[config.mk]
export PLATFORM = sky130hd
export DESIGN_NAME = fetch_stage
export DESIGN_NICKNAME = d
export VERILOG_FILES = /design/src/rtl/cpu_pkg.sv /design/src/rtl/if_id_reg.sv /design/src/rtl/fetch_stage.sv
export SDC_FILE = /design/constraint.sdc
export NUM_CORES = 1
export LEC_CHECK = 0
export BUFFER_PORTS_ARGS = -buffer_cell sky130_fd_sc_hd__buf_2
export CORE_ASPECT_RATIO = 0.8
export CORE_MARGIN = 2
export CORE_UTILIZATION = 53
export DETAILED_ROUTE_END_ITERATION = 16
export PLACE_DENSITY = 0.92
export RECOVER_POWER = 25
export SYNTH_ARGS = -nofsm -noshare
export SYNTH_HDL_FRONTEND = slang
export SYNTH_SLANG_ARGS = --single-unit
[constraint.sdc]
create_clock -name clk -period 3.07 [get_ports clk]
set_input_delay 0.307 -clock clk [delete_from_list [all_inputs] [get_ports clk]]
set_output_delay 0.307 -clock clk [all_outputs]
set_load 0.03 [all_outputs]
[src/rtl/cpu_pkg.sv]
// Shared CPU definitions: opcodes, the NOP encoding and the fetch FSM state type.
// The state type lives here so debug/trace logic can decode it too.
package cpu_pkg;

  localparam logic [3:0]  OP_BLT    = 4'b0100;
  localparam logic [3:0]  OP_BGT    = 4'b0101;
  localparam logic [3:0]  OP_BEQ    = 4'b0110;
  localparam logic [3:0]  OP_HALT   = 4'b1111;
  localparam logic [15:0] NOP_INSTR = 16'h0000;

  typedef enum logic {
    ST_RUN  = 1'b0,
    ST_HALT = 1'b1
  } fetch_state_e;

endpackage

[src/rtl/if_id_reg.sv]
// Pipeline register with hold and flush. Flush inserts a bubble (zero instr,
// valid low) and keeps the captured PC; hold wins over flush and load.
module if_id_reg #(
  parameter int INSTR_W = 16,
  parameter int ADDR_W  = 16
) (
  input  logic               clk,
  input  logic               rst_n,
  input  logic               hold_i,
  input  logic               flush_i,
  input  logic [INSTR_W-1:0] instr_i,
  input  logic [ADDR_W-1:0]  pc_i,
  output logic [INSTR_W-1:0] instr_o,
  output logic [ADDR_W-1:0]  pc_o,
  output logic               valid_o
);

  logic [INSTR_W-1:0] instr_q;
  logic [ADDR_W-1:0]  pc_q;
  logic               valid_q;

  always_ff @(posedge clk or negedge rst_n) begin
    if (!rst_n) begin
      instr_q <= '0;
      pc_q    <= '0;
      valid_q <= 1'b0;
    end else if (!hold_i) begin
      if (flush_i) begin
        instr_q <= '0;
        valid_q <= 1'b0;
      end else begin
        instr_q <= instr_i;
        pc_q    <= pc_i;
        valid_q <= 1'b1;
      end
    end
  end

  assign instr_o = instr_q;
  assign pc_o    = pc_q;
  assign valid_o = valid_q;

endmodule

[src/rtl/fetch_stage.sv]
// Instruction fetch: PC, branch-target adder, RUN/HALT FSM and the IF/ID register.
// Stall outranks branch, branch outranks a fetched HALT; HALT exits only on reset.
module fetch_stage
  import cpu_pkg::*;
#(
  parameter int                ADDR_W   = 16,
  parameter int                INSTR_W  = 16,
  parameter logic [ADDR_W-1:0] RESET_PC = '0
) (
  input  logic               clk,
  input  logic               rst_n,
  input  logic               stall,
  input  logic               branch_taken,
  input  logic [ADDR_W-1:0]  branch_offset,
  output logic [ADDR_W-1:0]  imem_addr,
  input  logic [INSTR_W-1:0] imem_rdata,
  output logic [INSTR_W-1:0] if_id_instr,
  output logic [ADDR_W-1:0]  if_id_pc,
  output logic               if_id_valid,
  output logic               halted,
  output logic [15:0]        fetch_count
);

  fetch_state_e      state_q, state_d;
  logic [ADDR_W-1:0] pc_q, pc_d;
  logic [15:0]       fetch_count_q, fetch_count_d;
  logic [ADDR_W-1:0] branch_target;
  logic              fetched_halt;
  logic              flush;

  assign branch_target = if_id_pc + ADDR_W'(1) + branch_offset;
  assign fetched_halt  = (imem_rdata[INSTR_W-1 -: 4] == OP_HALT);

  always_comb begin
    state_d       = state_q;
    pc_d          = pc_q;
    flush         = 1'b0;
    fetch_count_d = fetch_count_q;
    if (!stall) begin
      unique case (state_q)
        ST_RUN: begin
          if (branch_taken) begin
            pc_d  = branch_target;
            flush = 1'b1;
          end else if (fetched_halt) begin
            state_d = ST_HALT;
          end else begin
            pc_d = pc_q + ADDR_W'(1);
          end
        end
        ST_HALT: flush = 1'b1;
        default: flush = 1'b1;
      endcase
      if (!flush) fetch_count_d = fetch_count_q + 16'd1;
    end
  end

  always_ff @(posedge clk or negedge rst_n) begin
    if (!rst_n) begin
      state_q       <= ST_RUN;
      pc_q          <= RESET_PC;
      fetch_count_q <= '0;
    end else begin
      state_q       <= state_d;
      pc_q          <= pc_d;
      fetch_count_q <= fetch_count_d;
    end
  end

  if_id_reg #(
    .INSTR_W (INSTR_W),
    .ADDR_W  (ADDR_W)
  ) u_if_id_reg (
    .clk     (clk),
    .rst_n   (rst_n),
    .hold_i  (stall),
    .flush_i (flush),
    .instr_i (imem_rdata),
    .pc_i    (pc_q),
    .instr_o (if_id_instr),
    .pc_o    (if_id_pc),
    .valid_o (if_id_valid)
  );

  assign imem_addr   = pc_q;
  assign halted      = (state_q == ST_HALT);
  assign fetch_count = fetch_count_q;

endmodule

==> results of run 1 <==
## layout make-up
type	instances	area share
multi-input combinational	260	0.4258
tap	87	0.02431
timing repair buffer	105	0.1190
sequential	66	0.3688
clock buffer	10	0.03073
inverter	12	0.01006
clock inverter	6	0.02124
## cell families after synthesis
group,synth area share
xor gates and xnor gates,0.06429
and+or+nand+nor,0.1361
AOI/OAI and AO/OA,0.1806
buffers and inverters,0.03265
adders and majority gates,0.06326
DFF,0.4490
muxes,0.07415
## worst reg2reg max path, stage by stage (launching register included)
cell and delay (ns):
dfrtp_1 0.38, inv_1 0.08, ha_1 0.17, inv_1 0.06, fa_1 0.41, a21oi_1 0.21
o22ai_1 0.13, o31ai_1 0.54, o21ai_0 0.23, xnor2_1 0.16, a21oi_1 0.15
## state kept, by name, summed over array words and instances, names as in the netlist
| register | count |
|---|---|
| fetch_count | 16 |
| imem_addr | 16 |
| u_if_id_reg.instr_o | 16 |
| u_if_id_reg.pc_o | 16 |
| halted | 1 |
| u_if_id_reg.valid_o | 1 |
## Yosys cell counts, drive strengths merged (10+ instances only)
| cell | count |
|---|---|
| xnor2 | 14 |
| a21oi | 25 |
| dfrtp | 66 |
| nand3 | 11 |
| ha | 17 |
| a22o | 16 |
| mux2 | 20 |
| inv | 12 |
| o21ai | 17 |
| xor2 | 13 |
| nand4 | 10 |
| nor2 | 20 |
| nand2 | 33 |
## worst max path at each step
stage,end,depth (start not counted),start
floorplan,imem_addr[14]$_DFFE_PN0P_,10,u_if_id_reg.pc_o[0]$_DFFE_PN0P_
CTS,imem_addr[14]$_DFFE_PN0P_,10,u_if_id_reg.pc_o[0]$_DFFE_PN0P_
finish,imem_addr[14]$_DFFE_PN0P_,10,u_if_id_reg.pc_o[0]$_DFFE_PN0P_
global route,imem_addr[14]$_DFFE_PN0P_,10,u_if_id_reg.pc_o[0]$_DFFE_PN0P_
detailed placement,imem_addr[14]$_DFFE_PN0P_,11,branch_offset[0]
global placement,imem_addr[14]$_DFFE_PN0P_,11,branch_offset[0]
## power groups by stage
stage                     registers [mW]  logic (mW)  clock network [mW]
after CTS                          0.875       0.118               0.871
after detailed placement           0.892       0.117                   0
after floorplan                    0.898      0.0537                   0
final                              0.875       0.117               0.860
after global routing               0.876       0.130               0.917
after global placement             0.892       0.113                   0
## stage by stage
step                      worst slack [ns]  area [um^2]
after CTS                           0.4878         4481
after detailed placement            0.5371         4248
final                               0.4619         4478
after global routing                0.3624         4478
after floorplan                     0.7391         3679
after global placement              0.5919         4248
## layer usage
metal	vias to the layer above	routed length, um	global-route usage
met3	13	523	0.06322
li1	1496	-	-
met4	0	109	0.06479
met2	105	4067	0.3667
met1	1489	4040	0.3233
met5	-	0	0
==> results.toml, run 1 <==
[setup_path]
r2r-start = "u_if_id_reg.pc_o[0]$_DFFE_PN0P_"
start_kind = "flip-flop"
critPathMaxStageDelay_ns = 0.54
r2r_cells = 10
cp_num_buf_inv = 2
path_class = "reg -> reg"
critPathTopFamily = "compound AO/OA/AOI/OAI gates"
crit_chain = "inv_1 -> ha_1 -> inv_1 -> fa_1 -> a21oi_1 -> o22ai_1 -> o31ai_1 -> o21ai_0 -> xnor2_1 -> a21oi_1"
cp.arrival_ns = 2.87
reg2reg_to = "imem_addr[14]$_DFFE_PN0P_"
worstPathMaxFanout = 3
critPathRequiredTime_ns = 3.33
r2r_slack_ns = 0.46
end_kind = "flip-flop"
crit_slowest_cell = "o31ai_1"

[power_and_ir_drop]
irDropWorstVdd_mv = 0.2792
swShare = 0.2421
power_mw = 1.852
p_comb_frac = 0.063
p_per_area_nw_per_um2 = 413.6
intPower_mw = 1.404
switching_power_mw = 0.4485
leakage_nw = 2.389
sequentialPowerShare = 0.473
p_clk_frac = 0.464

[place]
portBuffers = 101
dpl.hpwl_mm = 6.264
dp.cells = 530
gp_congestion = 0.8219

[synth]
ys.flop_type = "dfrtp_1"
synth_seq_cells = 66
syn_inst = 354
syn_avg_cell_area_um2 = 10.39
syn_area_um2 = 3679
synth-edff-count = 0
syn_nets = 408
ys_async_sr_fraction = 1.000
synth_top_area_share = 0.4490
yosysTopAreaCell = "dfrtp_1"
ys_warn_count = 0
synth_cell_types = 58
yosys-top-cells-area = "dfrtp_1 (45%), ha_1 (5.8%), mux2_2 (5.5%)"
ys_seq_area_frac = 0.4490

[global_routing]
grt_pass1_wl_mm = 14.39
antenna_found_initial = 0
grt_max_degree = 67
grt_overflow = 0
groute.usage.overall = 0.2341
grt_pass1_vias = 2944

[hold_path]
hold_path_end = "u_if_id_reg.instr_o[6]$_DFFE_PN0N_"
min_from = "imem_rdata[6]"
min_path_cells = 2
min-delay-path-class = "in -> reg"

[timing]
tns_ns = 0
period_share = 0.8495
finalHoldViolCount = 0
worstMarginPinSlew_ns = 1.606
finalMaxSlewViolations = 67
fin_hold_ws_ns = 0.1713
setup_violations = 0
slew_headroom = -0.07070
rsz0062_at_grt = "no"
fmax_mhz = 383.4
skew_ns = 0.01359
min_period_ns = 2.608

[clocking]
cts_tree = "yes"
clkLatencyLatePin_ns = 0.35
cts_setup_buffers = 0
cts-hold-fix-buffers = 0
cts_buffer_depth = 2
postCtsResizedCells = 0
cts.sinks = 66
cts_root_buf = "clkbuf_8"
cts_htree_levels = 3
numCtsBuffers = 9
clk_pin_slew_ns = 0.08

[finish]
final_util = 0.6595
syn_to_final_growth_pct = 21.73
drive_gt1_frac = 0.3377
layout_commonest_cell = "buf_2"
num-fill-cells = 542
multi_input_area_um2 = 1907
seq_area_um2 = 1652
layout_common_cells = "buf_2 (101), dfrtp_1 (66), nand2_1 (32)"
final_cells = 546
fin_nets = 508
diodes = 0

[die]
start_util = 0.5417
dieArea_um2 = 7627
core_um2 = 6790
rows = 27
die_h_um = 78.52
die_x_um = 97.15
pin_count = 102

[routing]
dr.pass1.iters = 4
drc = 0
viasPerCell = 5.683
drtAntennaViolNets = 0
routedWlPerCell_um = 16.01
wirelength_mm = 8.740
vias = 3103
drtIter0Drc = 179

[run_status]
status = "complete, but fails checks"
violations = "max-capacitance violations, max-slew violations"

[run]
drv_cap = 1
(Power assumes the default switching activity.)
==> inputs of run 2 (changes only) <==
==> constraint.sdc (replaced) <==
create_clock -name clk -period 2.4 [get_ports clk]
set_input_delay 0.24 -clock clk [delete_from_list [all_inputs] [get_ports clk]]
set_output_delay 0.24 -clock clk [all_outputs]
set_load 0.03 [all_outputs]
==> results.toml, run 2 (synthesis gave the netlist of run 1 again) <==
[run_status]
status = "finished clean"

[routing]
drc = 0
drtIter0Drc = 300
dr.pass1.iters = 5
wirelength_mm = 9.153
drtAntennaViolNets = 0
vias = 3175
routedWlPerCell_um = 16.55
viasPerCell = 5.741

[setup_path]
r2r_cells = 11
crit_slowest_cell = "fa_1"
path_depth = 11
r2r-start = "u_if_id_reg.pc_o[0]$_DFFE_PN0P_"
cp.arrival_ns = 2.53
path_class = "reg -> reg"
critPathTopFamily = "compound AO/OA/AOI/OAI gates"
crit_path_frequent_cell = "inv_1"
r2r_slack_ns = 0.14
crit_chain = "inv_1 -> ha_1 -> inv_1 -> fa_1 -> a21oi_2 -> o22ai_1 -> o31ai_1 -> buf_4 -> o21ai_0 -> xnor2_1 -> a21oi_1"
endpoint = "imem_addr[14]$_DFFE_PN0P_"
cp_num_buf_inv = 3
reg2reg_to = "imem_addr[14]$_DFFE_PN0P_"
worstPathMaxFanout = 3
critPathMaxStageDelay_ns = 0.41
end_kind = "flip-flop"
setup.worst_path.start = "u_if_id_reg.pc_o[0]$_DFFE_PN0P_"
start_kind = "flip-flop"
critPathRequiredTime_ns = 2.68

[timing]
period_share = 0.9407
slew_headroom = 0.2781
finalHoldViolCount = 0
fmax_mhz = 442.9
rsz0062_at_grt = "no"
worstMarginPinSlew_ns = 1.072
finalMaxSlewViolations = 0
min_period_ns = 2.258
tns_ns = 0
worst_slack_ns = 0.1423
skew_ns = 0.01079
setup_violations = 0

[finish]
syn_to_final_growth_pct = 23.23
final_util = 0.6676
num-fill-cells = 528
drive_gt1_frac = 0.3455
diodes = 0
postLayoutCellArea_um2 = 4533
layout_common_cells = "buf_2 (100), dfrtp_1 (66), nand2_1 (32)"
fin_nets = 515
layout_commonest_cell = "buf_2"

[clocking]
clk_pin_slew_ns = 0.08
numCtsBuffers = 9
cts_root_buf = "clkbuf_8"
clkLatencyLatePin_ns = 0.35
cts_htree_levels = 3
cts_tree = "yes"
cts_setup_buffers = 0
cts_buffer_depth = 2
cts.sinks = 66

[power_and_ir_drop]
power_mw = 2.374
irDropWorstVdd_mv = 0.3518
p_per_area_nw_per_um2 = 523.8
leakage_nw = 2.420

[place]
postPlaceCellArea_um2 = 4293
portBuffers = 101
dpl.hpwl_mm = 6.577
gp_congestion = 0.8114
pre_cts_slack_ns = 0.1255

[global_routing]
grt_overflow = 0
grt_pass1_wl_mm = 14.79
grt_max_degree = 30
antenna_found_initial = 0
grt_pass1_vias = 3014
groute.usage.overall = 0.2438

[die]
start_util = 0.5417
core_um2 = 6790
dieArea_um2 = 7627
pin_count = 102
die_h_um = 78.52
die_x_um = 97.15
rows = 27

[run]
drv_cap = 0

[hold_path]
min-delay-path-class = "in -> reg"
-- run 2: changes by cell type in the layout (fill, tap and decap cells not counted), sizes merged --
cell / delta
dlygate4sd3: +1
buf: +4
clkbuf: +2
-- run 2: stage by stage --
step           cells  hold slack, ns
2_1_floorplan    354        -0.05559
3_3_place_gp     536          0.1654
3_5_place_dp     536          0.1755
4_1_cts          553         0.08632
5_1_grt          553         0.09163
6_report         553         0.09652
-- run 2: worst min path at each step --
| stage | start | end | slack (ns) | cells after the start |
|---|---|---|---|---|
| after floorplan | rst_n | fetch_count[0]$_DFFE_PN0P_ | -0.06 | 0 |
| after global placement | rst_n | fetch_count[14]$_DFFE_PN0P_ | 0.17 | 1 |
| after detailed placement | rst_n | fetch_count[14]$_DFFE_PN0P_ | 0.18 | 1 |
| after CTS | imem_rdata[3] | u_if_id_reg.instr_o[3]$_DFFE_PN0N_ | 0.09 | 2 |
| after global routing | imem_rdata[1] | u_if_id_reg.instr_o[1]$_DFFE_PN0N_ | 0.09 | 2 |
| final | imem_rdata[3] | u_if_id_reg.instr_o[3]$_DFFE_PN0N_ | 0.1 | 2 |
-- run 2: cell type report --
class	count	area, um^2	area share
clock buffer	10	137.6	0.03036
clock inverter	6	95.09	0.02098
inverter	12	45.04	0.009937
multi-input combinational	260	1911	0.4215
sequential	66	1652	0.3643
tap	87	108.9	0.02401
timing repair buffer	112	584.3	0.1289
-- run 2: layer usage --
metal / part of all wire / up-vias / track usage
met5: 0 / - / 0
met1: 0.44 / 1497 / 0.3304
met2: 0.47 / 139 / 0.3806
met4: 0.023 / 0 / 0.1099
li1: - / 1515 / -
met3: 0.069 / 24 / 0.05076
-- run 2: timing repair --
action,in CTS,in global routing
setup endpoints to repair,0,2
gates resized for setup,0,1
endpoints found under the hold margin,15,0
hold buffers,1,0
-- run 2: power by group --
group	internal [mW]	total [mW]	switching, mW
sequential	1.11	1.12	0.00523
combinational	0.0586	0.157	0.0986
clock	0.626	1.10	0.472
total	1.80	2.37	0.575
